### config.mk
export PLATFORM = sky130hd
export DESIGN_NAME = keybd_cmd_decoder
export DESIGN_NICKNAME = d
export VERILOG_FILES = /design/src/rtl/keybd_cmd_decoder.sv
export SDC_FILE = /design/constraint.sdc
export NUM_CORES = 1
export LEC_CHECK = 0
export ABC_AREA = 1
export BUFFER_PORTS_ARGS = -buffer_cell sky130_fd_sc_hd__buf_2
export CORE_ASPECT_RATIO = 1.2
export CORE_UTILIZATION = 53
export DETAILED_ROUTE_END_ITERATION = 12
export PLACE_DENSITY = 0.88
export SYNTH_ARGS = -nofsm -noshare
export SYNTH_HDL_FRONTEND = slang
export SYNTH_SLANG_ARGS = --single-unit
### constraint.sdc
create_clock -name clck -period 1.54 [get_ports clck]
set_input_delay 0.077 -clock clck [delete_from_list [all_inputs] [get_ports clck]]
set_output_delay 0.077 -clock clck [all_outputs]
set_load 0.02 [all_outputs]
### src/rtl/keybd_cmd_decoder.sv
// PS/2 scan-code command decoder: strips break/extended prefixes, suppresses typematic
// repeats and drives play/pause, direction and a stretched restart pulse.
module keybd_cmd_decoder #(
    parameter int                  CODE_W      = 8,
    parameter logic [CODE_W-1:0]   KEY_PLAY    = 8'h24,
    parameter logic [CODE_W-1:0]   KEY_PAUSE   = 8'h23,
    parameter logic [CODE_W-1:0]   KEY_RESTART = 8'h2D,
    parameter logic [CODE_W-1:0]   KEY_FWD     = 8'h2B,
    parameter logic [CODE_W-1:0]   KEY_BWD     = 8'h32,
    parameter logic [CODE_W-1:0]   BREAK_CODE  = 8'hF0,
    parameter logic [CODE_W-1:0]   EXT_CODE    = 8'hE0,
    parameter int                  RESTART_LEN = 4
) (
    input  logic              clck,
    input  logic              reset,
    input  logic              code_valid,
    input  logic [CODE_W-1:0] scan_code,
    output logic              playing,
    output logic              direction,
    output logic              restart_pulse,
    output logic              cmd_event,
    output logic [2:0]        last_cmd
);

    localparam int NKEYS = 5;
    localparam int CNT_W = $clog2(RESTART_LEN + 1);
    // Key table ordered by match priority: index 0 wins over higher indices.
    localparam logic [NKEYS*CODE_W-1:0] KEY_VEC = {KEY_BWD, KEY_FWD, KEY_RESTART, KEY_PAUSE, KEY_PLAY};
    localparam int IDX_PLAY    = 0;
    localparam int IDX_PAUSE   = 1;
    localparam int IDX_RESTART = 2;
    localparam int IDX_FWD     = 3;
    localparam int IDX_BWD     = 4;

    typedef enum logic {IDLE = 1'b0, BRK_PEND = 1'b1} state_t;

    state_t             state_q, state_d;
    logic [NKEYS-1:0]   held_q, held_d;
    logic [CNT_W-1:0]   cnt_q, cnt_d;
    logic               playing_q, playing_d;
    logic               direction_q, direction_d;
    logic               cmd_event_q, cmd_event_d;
    logic [2:0]         last_cmd_q, last_cmd_d;

    logic [NKEYS-1:0]   match;
    logic [NKEYS-1:0]   sel;
    logic               is_brk;
    logic               is_ext;
    logic               accept;
    logic               release_key;
    logic [2:0]         cmd_code;

    generate
        for (genvar gi = 0; gi < NKEYS; gi++) begin : g_match
            assign match[gi] = (scan_code == KEY_VEC[gi*CODE_W +: CODE_W]);
        end
    endgenerate

    // Isolate the lowest set bit so duplicate key codes resolve by priority.
    assign sel    = match & ~(match - NKEYS'(1));
    assign is_brk = (scan_code == BREAK_CODE);
    assign is_ext = (scan_code == EXT_CODE);

    always_comb begin
        cmd_code = 3'd0;
        for (int i = NKEYS - 1; i >= 0; i--) begin
            if (sel[i]) cmd_code = 3'(i + 1);
        end
    end

    // State register
    always_ff @(posedge clck) begin
        if (reset) state_q <= IDLE;
        else       state_q <= state_d;
    end

    // Next-state logic
    always_comb begin
        state_d = state_q;
        if (code_valid) begin
            case (state_q)
                IDLE:     if (is_brk) state_d = BRK_PEND;
                BRK_PEND: if (!is_brk && !is_ext) state_d = IDLE;
                default:  state_d = IDLE;
            endcase
        end
    end

    // Output / datapath next-value logic
    always_comb begin
        accept      = code_valid && (state_q == IDLE) && !is_brk && !is_ext
                      && (|sel) && !(|(sel & held_q));
        release_key = code_valid && (state_q == BRK_PEND) && !is_brk && !is_ext;

        held_d      = held_q;
        playing_d   = playing_q;
        direction_d = direction_q;
        last_cmd_d  = last_cmd_q;
        cmd_event_d = accept;
        cnt_d       = (cnt_q != '0) ? cnt_q - CNT_W'(1) : cnt_q;

        if (release_key) held_d = held_q & ~sel;

        if (accept) begin
            held_d     = held_q | sel;
            last_cmd_d = cmd_code;
            if (sel[IDX_PLAY])    playing_d   = 1'b1;
            if (sel[IDX_PAUSE])   playing_d   = 1'b0;
            if (sel[IDX_RESTART]) cnt_d       = CNT_W'(RESTART_LEN);
            if (sel[IDX_FWD])     direction_d = 1'b1;
            if (sel[IDX_BWD])     direction_d = 1'b0;
        end
    end

    always_ff @(posedge clck) begin
        if (reset) begin
            held_q      <= '0;
            cnt_q       <= '0;
            playing_q   <= 1'b0;
            direction_q <= 1'b1;
            cmd_event_q <= 1'b0;
            last_cmd_q  <= 3'd0;
        end else begin
            held_q      <= held_d;
            cnt_q       <= cnt_d;
            playing_q   <= playing_d;
            direction_q <= direction_d;
            cmd_event_q <= cmd_event_d;
            last_cmd_q  <= last_cmd_d;
        end
    end

    assign playing       = playing_q;
    assign direction     = direction_q;
    assign restart_pulse = (cnt_q != '0);
    assign cmd_event     = cmd_event_q;
    assign last_cmd      = last_cmd_q;

endmodule

After elaboration in Yosys (flattened, before gate mapping):

Cells that the tools add are included.

* logic and storage cells: 60
* bits in registers: 15
* output and inout bits: 7
* input port bits: 11

* add/sub/neg operators: 2
* multiplexer cells: 17
* reduce and logical (&&, ||, !) cells: 20
* bitwise operators: 7
* equal/unequal tests: 7

Operators by type and width (number)
* 8-bit by 6-bit equality test with 1-bit output (second input constant): 5
* 3-bit two-way mux: 8
* 8-bit equality test (second input constant): 2
* 5-bit AND: 3
* 5-bit two-way mux: 2
* 5-bit inverter: 2
* 5-bit OR reduction: 2
* 1-bit logical AND: 9
* 1-bit two-way mux: 6
* 2-bit nonzero test: 3
* 5-bit OR: 1
* 5-bit by 1-bit subtractor with 5-bit output (second input constant): 1
* 2-bit AND reduction: 2
* 1-bit logical NOT: 3
* 3-bit nonzero test: 1
* 3-bit by 1-bit subtractor with 3-bit output (second input constant): 1
* 1-bit case mux with 2 select lines: 1
* 1-bit inverter: 1

Logic depth before layout (Yosys ltp):

Gate-level depths: netlist (run 1).

* word-level depth: 9
* depth in mapped cells: 10

Least setup slack after synthesis (run 1):

Ideal clock, no wire load.

* path type: register to register
* start point: register cnt_q[0]
* end point: register cnt_q[0]
* path buffers: 0
* data arrival time: 1.049 ns
* cell stages (with the launch flop): 6
* path slack: 0.412 ns
* library setup time: 0.079 ns
* cells stage by stage: dfxtp_1 inv_1 ha_1 nand2_1 xor2_1 nor3_1

* cells in the longest elaborated chain, start to end: 4

RTL lines
* start: declaration: line 39 `logic [CNT_W-1:0] cnt_q, cnt_d;`
* start signal: assignment: line 125 `cnt_q <= cnt_d;`
* 3-bit nonzero test *
* via restart_pulse: line 20 `output logic restart_pulse,`
* 3-bit two-way mux *: line 100 `cnt_d = (cnt_q != '0) ? cnt_q - CNT_W'(1) : cnt_q;`
* 3-bit two-way mux: line 109 `if (sel[IDX_RESTART]) cnt_d = CNT_W'(RESTART_LEN);`
* 3-bit two-way mux *: line 104 `if (accept) begin`

Mark *: on every way through the listed nets, which the timed path passes. The rest lies on a longest branch.
A chain may end at the register's enable or synchronous reset.

Worst setup path in the final report (run 1):

* start point: register state_q
* end point: register last_cmd_q[1], in the netlist last_cmd[1]

* cells in the longest elaborated chain, start to end: 6

RTL lines
* start: declaration: line 37 `state_t state_q, state_d;`
* start signal: assignment: line 74 `else state_q <= state_d;`
* 1-bit inverter
* 1-bit logical AND (3 in series): line 91 `accept = code_valid && (state_q == IDLE) && !is_brk && !is_ext`
* 1-bit logical AND (2 in series): line 92 `&& (|sel) && !(|(sel & held_q));`
* end signal: assignment: line 129 `last_cmd_q <= last_cmd_d;`
* end: declaration: line 43 `logic [2:0] last_cmd_q, last_cmd_d;`

No other way between the ends.

==> results of run 1 <==
## synthesized netlist by cell type, drive strengths merged
library cell / number / share of area
a21oi: 2 / 0.011
clkbuf: 1 / 0.0040
dfxtp: 15 / 0.32
ha: 2 / 0.027
inv: 26 / 0.10
nand2: 35 / 0.15
nand3: 12 / 0.083
nand3b: 1 / 0.0081
nand4: 3 / 0.020
nor2: 30 / 0.18
nor3: 2 / 0.011
o21ai: 13 / 0.074
xor2: 1 / 0.0094
## critical path, stage by stage (launching register included)
cell and delay [ns]:
dfxtp_1 0.34, nor2_1 0.12, nand2_1 0.08, nor2_2 0.20, nand3_4 0.18, nor2_8 0.15
o21ai_1 0.09, nand2_1 0.06
## final timing paths
| path | from | endpoint | slack, ns |
|---|---|---|---|
| max | state_q$_SDFFE_PP0P_ | last_cmd[1]$_SDFFE_PP0P_ | 0.26 |
| min | reset | cnt_q[2]$_SDFF_PP0_ | 0.12 |
| max reg2reg | state_q$_SDFFE_PP0P_ | last_cmd[1]$_SDFFE_PP0P_ | 0.26 |
| min reg2reg | last_cmd[2]$_SDFFE_PP0P_ | last_cmd[2]$_SDFFE_PP0P_ | 0.46 |
## where the power goes
group | internal, mW | leakage, nW | switching [mW]
combinational | 0.110 | 0.409 | 0.184
clock | 0.101 | 0.0150 | 0.121
sequential | 0.421 | 0.122 | 0.0118
total | 0.632 | 0.546 | 0.317
## cells by family (layout without fill, tap and decap cells)
family | Yosys count | count (layout) | share of synthesized area
compound gates | 15 | 15 | 0.08467
xor+xnor | 1 | 1 | 0.009410
fa+ha+maj | 2 | 2 | 0.02688
buf+inv | 27 | 47 | 0.1089
flops | 15 | 15 | 0.3226
simple gates | 83 | 83 | 0.4476
## final cells by class
class                           instances  area share
Clock buffer                            4     0.02476
Sequential cell                        15      0.2830
Tap cell                               18     0.02123
Multi-Input combinational cell        101      0.4988
Inverter                               26     0.09198
Timing Repair Buffer                   17     0.08019
## per-stage QoR
stage | total power [mW] | setup slack [ns] | std cells | util
after floorplan | 0.6566 | 0.4124 | 143 | -
after global placement | 0.7143 | 0.1722 | 177 | 0.6303
after detailed placement | 0.7418 | 0.1423 | 177 | 0.6303
after CTS | 0.9587 | 0.2475 | 181 | 0.6463
after global routing | 1.032 | 0.1265 | 181 | 0.6463
final | 0.9491 | 0.2589 | 181 | 0.6463
## metal layers
layer | track usage | part of all wire
met5 | 0 | 0
met4 | 0.08000 | 0.017
met3 | 0.04186 | 0.028
met2 | 0.4645 | 0.57
met1 | 0.2303 | 0.38
==> impl_metrics.json, run 1 <==
{
  "outcome": "finished, final reports clean",
  "multiInputGateArea_um2": 529.3,
  "dp_hpwl_mm": 1.644,
  "antenna_found_initial": 0,
  "grt_usage": 0.2324,
  "fin_crit_sh": 0.8319,
  "syn_nets": 156,
  "rows": 16,
  "die_area_um2": 1929,
  "vias_per_cell": 5.138,
  "hold_slack_ns": 0.1217,
  "mostFrequentLayoutCells": "nand2_1 (32), inv_1 (26), nor2_1 (21)",
  "dr.first_iter.drc_count": 16,
  "maxCapViolations": 0,
  "grt_pass1_wl_mm": 3.015,
  "grt_overflow": 0,
  "vdd_drop_max_mv": 0.5674,
  "hold_violations": 0,
  "ios": 18,
  "wl_per_cell_um": 10.88,
  "clk_pin_slew_ns": 0.08,
  "fp.dieH_um": 47.91,
  "ys_seq_area_frac": 0.3226,
  "hold_path_depth": 2,
  "synthesis.area_um2": 930.9,
  "io_buffer_count": 17,
  "h-tree-depth": 1,
  "cts_tree": "done",
  "worstMarginPinSlew_ns": 0.2448,
  "final_common_cell": "nand2_1",
  "numCtsBuffers": 3,
  "register_area_um2": 300.3,
  "cts_root_buf": "clkbuf_4",
  "final_nets": 177,
  "cp.required_ns": 1.77,
  "yosys_register_bits": 15,
  "synthCells": 143,
  "finalSetupViolCount": 0,
  "grt_max_degree": 11,
  "synth_cell_types": 21,
  "via_count": 930,
  "crit_arrival_ns": 1.51,
  "worstSetupPathType": "register to register",
  "first_pass_iters": 5,
  "clock_skew_ns": 0.002108,
  "max_clock_freq_ghz": 0.7806,
  "hp-class": "input pin to register",
  "synthToLayoutAreaGrowth_pct": 13.98,
  "cts.sinks": 15,
  "cts.repair.resized": 0,
  "ant_nets": 0,
  "leakagePower_nw": 0.5456,
  "placed_area_um2": 1035,
  "start_util": 0.5671,
  "end_kind": "register",
  "design_area_um2": 1061,
  "drc": 0,
  "cts_hold_buffers": 0,
  "n_antenna_cell": 0,
  "crit_fanout": 7,
  "gp_congestion": 0.8957,
  "slew_headroom": 0.8368,
  "yosysWarnings": 0,
  "drive_above_1_share": 0.2147,
  "clock_latency_ns": 0.28,
  "cts_buffer_depth": 2,
  "fill_cells": 164,
  "core_um2": 1642,
  "grt_setup_unrepaired": "no",
  "grt_pass1_vias": 765,
  "min_period_ns": 1.281,
  "synth_area_per_cell_um2": 6.510,
  "cts_setup_buffers": 0,
  "slew_viol_final": 0,
  "routed_wl_mm": 1.970,
  "worstRegToRegCells": 7,
  "tns_ns": 0,
  "pwr_density_cell_nw_per_um2": 894.5,
  "dieWidth_um": 40.26,
  "start_kind": "register"
}
Power figures use the tool's default switching activity.
==> run 2, diff against run 1 <==
--- a/config.mk
+++ b/config.mk
@@ -8,9 +8,9 @@
 export ABC_AREA = 1
 export BUFFER_PORTS_ARGS = -buffer_cell sky130_fd_sc_hd__buf_2
 export CORE_ASPECT_RATIO = 1.2
-export CORE_UTILIZATION = 53
+export CORE_UTILIZATION = 48
 export DETAILED_ROUTE_END_ITERATION = 12
-export PLACE_DENSITY = 0.88
+export PLACE_DENSITY = 0.85
 export SYNTH_ARGS = -nofsm -noshare
 export SYNTH_HDL_FRONTEND = slang
 export SYNTH_SLANG_ARGS = --single-unit
==> constraint.sdc (replaced) <==
create_clock -name clck -period 1.1 [get_ports clck]
set_input_delay 0.055 -clock clck [delete_from_list [all_inputs] [get_ports clck]]
set_output_delay 0.055 -clock clck [all_outputs]
set_load 0.02 [all_outputs]
==> run 2 against run 1 <==
Compared with the run above:
- the flow now finishes with violations (setup timing)
- fmax is 10% higher
- die area is 9.9% higher
- clock power is 46% higher
- highest routed layer unchanged
- critical path depth stayed put
- register-to-register slack worse by 0.32 ns
- core utilization is 2.3 points higher
==> impl_metrics.json, run 2 (same netlist as run 1, synthesis figures left out) <==
{
  "outcome": "finished, violations left",
  "violations": "setup timing",
  "io_buffer_count": 17,
  "fin_crit_sh": 1.057,
  "clk_pin_slew_ns": 0.10,
  "h-tree-depth": 1,
  "leakagePower_nw": 0.6176,
  "design_area_um2": 1225,
  "grt_setup_unrepaired": "yes",
  "pwr_density_cell_nw_per_um2": 1244,
  "path_cells": "nand3_2 > nand2_2 > nor2_4 > nand3_4 > nor2_8 > nand2_1 > o21ai_1",
  "fill_cells": 166,
  "crit_fanout": 7,
  "min_from": "reset",
  "synthToLayoutAreaGrowth_pct": 31.59,
  "setup_ws_ns": -0.06281,
  "dr.first_iter.drc_count": 19,
  "vias_per_cell": 5.005,
  "mostFrequentLayoutCells": "nand2_1 (29), inv_1 (24), nor2_1 (19)",
  "clock_skew_ns": 0.01364,
  "slew_viol_final": 0,
  "cpPeakStageDelay_ns": 0.35,
  "finalSetupViolCount": 11,
  "n_antenna_cell": 0,
  "hp-class": "input pin to register",
  "worstRegToRegCells": 7,
  "min_period_ns": 1.163,
  "fp.dieH_um": 50.24,
  "fin_util": 0.6696,
  "ios": 18,
  "first_pass_iters": 4,
  "worstSetupPathType": "register to register",
  "critPathTopFamily": "simple AND/OR/NAND/NOR gates",
  "grt_max_degree": 11,
  "drive_above_1_share": 0.3636,
  "numCtsBuffers": 3,
  "cts.sinks": 15,
  "critPathBufInv": 0,
  "die_area_um2": 2120,
  "gp_congestion": 0.8099,
  "ant_nets": 0,
  "cp_slowest_cell": "dfxtp_2",
  "slew_headroom": 0.8281,
  "end_kind": "register",
  "cts_buffer_depth": 2,
  "routed_wl_mm": 2.259,
  "grt_pass1_wl_mm": 3.698,
  "cts_tree": "done",
  "final_common_cell": "nand2_1",
  "clock_latency_ns": 0.30,
  "crit_arrival_ns": 1.38,
  "maxCapViolations": 0,
  "core_um2": 1829,
  "dpl_worst_slack_ns": -0.2622,
  "worst-path-stages": 7,
  "start_kind": "register",
  "vdd_drop_max_mv": 0.6742,
  "dieWidth_um": 42.20,
  "cts_root_buf": "clkbuf_4",
  "grt_usage": 0.2342,
  "placed_area_um2": 1111,
  "cp.required_ns": 1.32,
  "wl_per_cell_um": 11.58,
  "worstMarginPinSlew_ns": 0.2578,
  "max_clock_freq_ghz": 0.8600,
  "via_count": 976,
  "hold_violations": 0,
  "grt_pass1_vias": 947,
  "finalPower_mw": 1.524,
  "rows": 17,
  "final_nets": 190,
  "hold_path_depth": 2,
  "start_util": 0.5089,
  "grt_overflow": 0,
  "rrSetupSlack_ns": -0.06,
  "antenna_found_initial": 0,
  "dp_hpwl_mm": 1.732,
  "drc": 0
}
==> run 2: cell count changes in the layout (fill, tap and decap cells not counted), moves of 3 or more <==
cell | before | now
buf_4 | 0 | 12
dfxtp_1 | 15 | 11
nand2_1 | 32 | 29
dfxtp_2 | 0 | 4
==> run 2: area by class of cell <==
class	count	area [um2]	area share
clock buffer	3	22.52	0.01839
clock inverter	1	5.005	0.004086
inverter	26	97.59	0.07967
multi-input combinational	101	578.1	0.4719
sequential	15	305.3	0.2492
tap	19	23.77	0.01941
timing repair buffer	30	192.7	0.1573
==> run 2: worst min-delay path by stage <==
stage / end / slack, ns
3_5_place_dp: cnt_q[2]$_SDFF_PP0_ / 0.40
2_1_floorplan: state_q$_SDFFE_PP0P_ / 0.27
3_3_place_gp: cnt_q[2]$_SDFF_PP0_ / 0.39
6_report: cnt_q[2]$_SDFF_PP0_ / 0.10
5_1_grt: cnt_q[2]$_SDFF_PP0_ / 0.10
4_1_cts: cnt_q[2]$_SDFF_PP0_ / 0.1
==> run 2: layer usage <==
layer | GRT usage | part of all wire
met5 | 0 | 0
met4 | 0.1771 | 0.042
met3 | 0.04317 | 0.031
met2 | 0.4462 | 0.54
met1 | 0.2111 | 0.38
==> run 2: repair_timing <==
item	in CTS	in global routing
buffers inserted	3	1
gates resized for setup	11	8
hold buffers	0	0
setup endpoints to repair	13	15
pin swaps	10	9
==> run 2: power breakdown <==
| part | leakage (nW) | switching [mW] | internal [mW] |
|---|---|---|---|
| clock | 0.0177 | 0.189 | 0.136 |
| sequential | 0.123 | 0.0216 | 0.593 |
| combinational | 0.476 | 0.317 | 0.267 |
| total | 0.618 | 0.528 | 0.996 |
==> run 2: per-stage QoR <==
step           hold slack, ns  TNS [ns]  instances
5_1_grt                0.1034    -1.448        195
3_3_place_gp           0.3942    -1.810        187
6_report               0.1025   -0.3829        195
3_5_place_dp           0.4003    -2.579        187
4_1_cts               0.09986   -0.9267        194
2_1_floorplan          0.2729         0        143
==> run 2: worst register-to-register path: cells and delay by family (launching register included) <==
kind / cells / cell delay [ns]
simple gates: 6 / 0.67
flops: 1 / 0.35
compound gates: 1 / 0.07
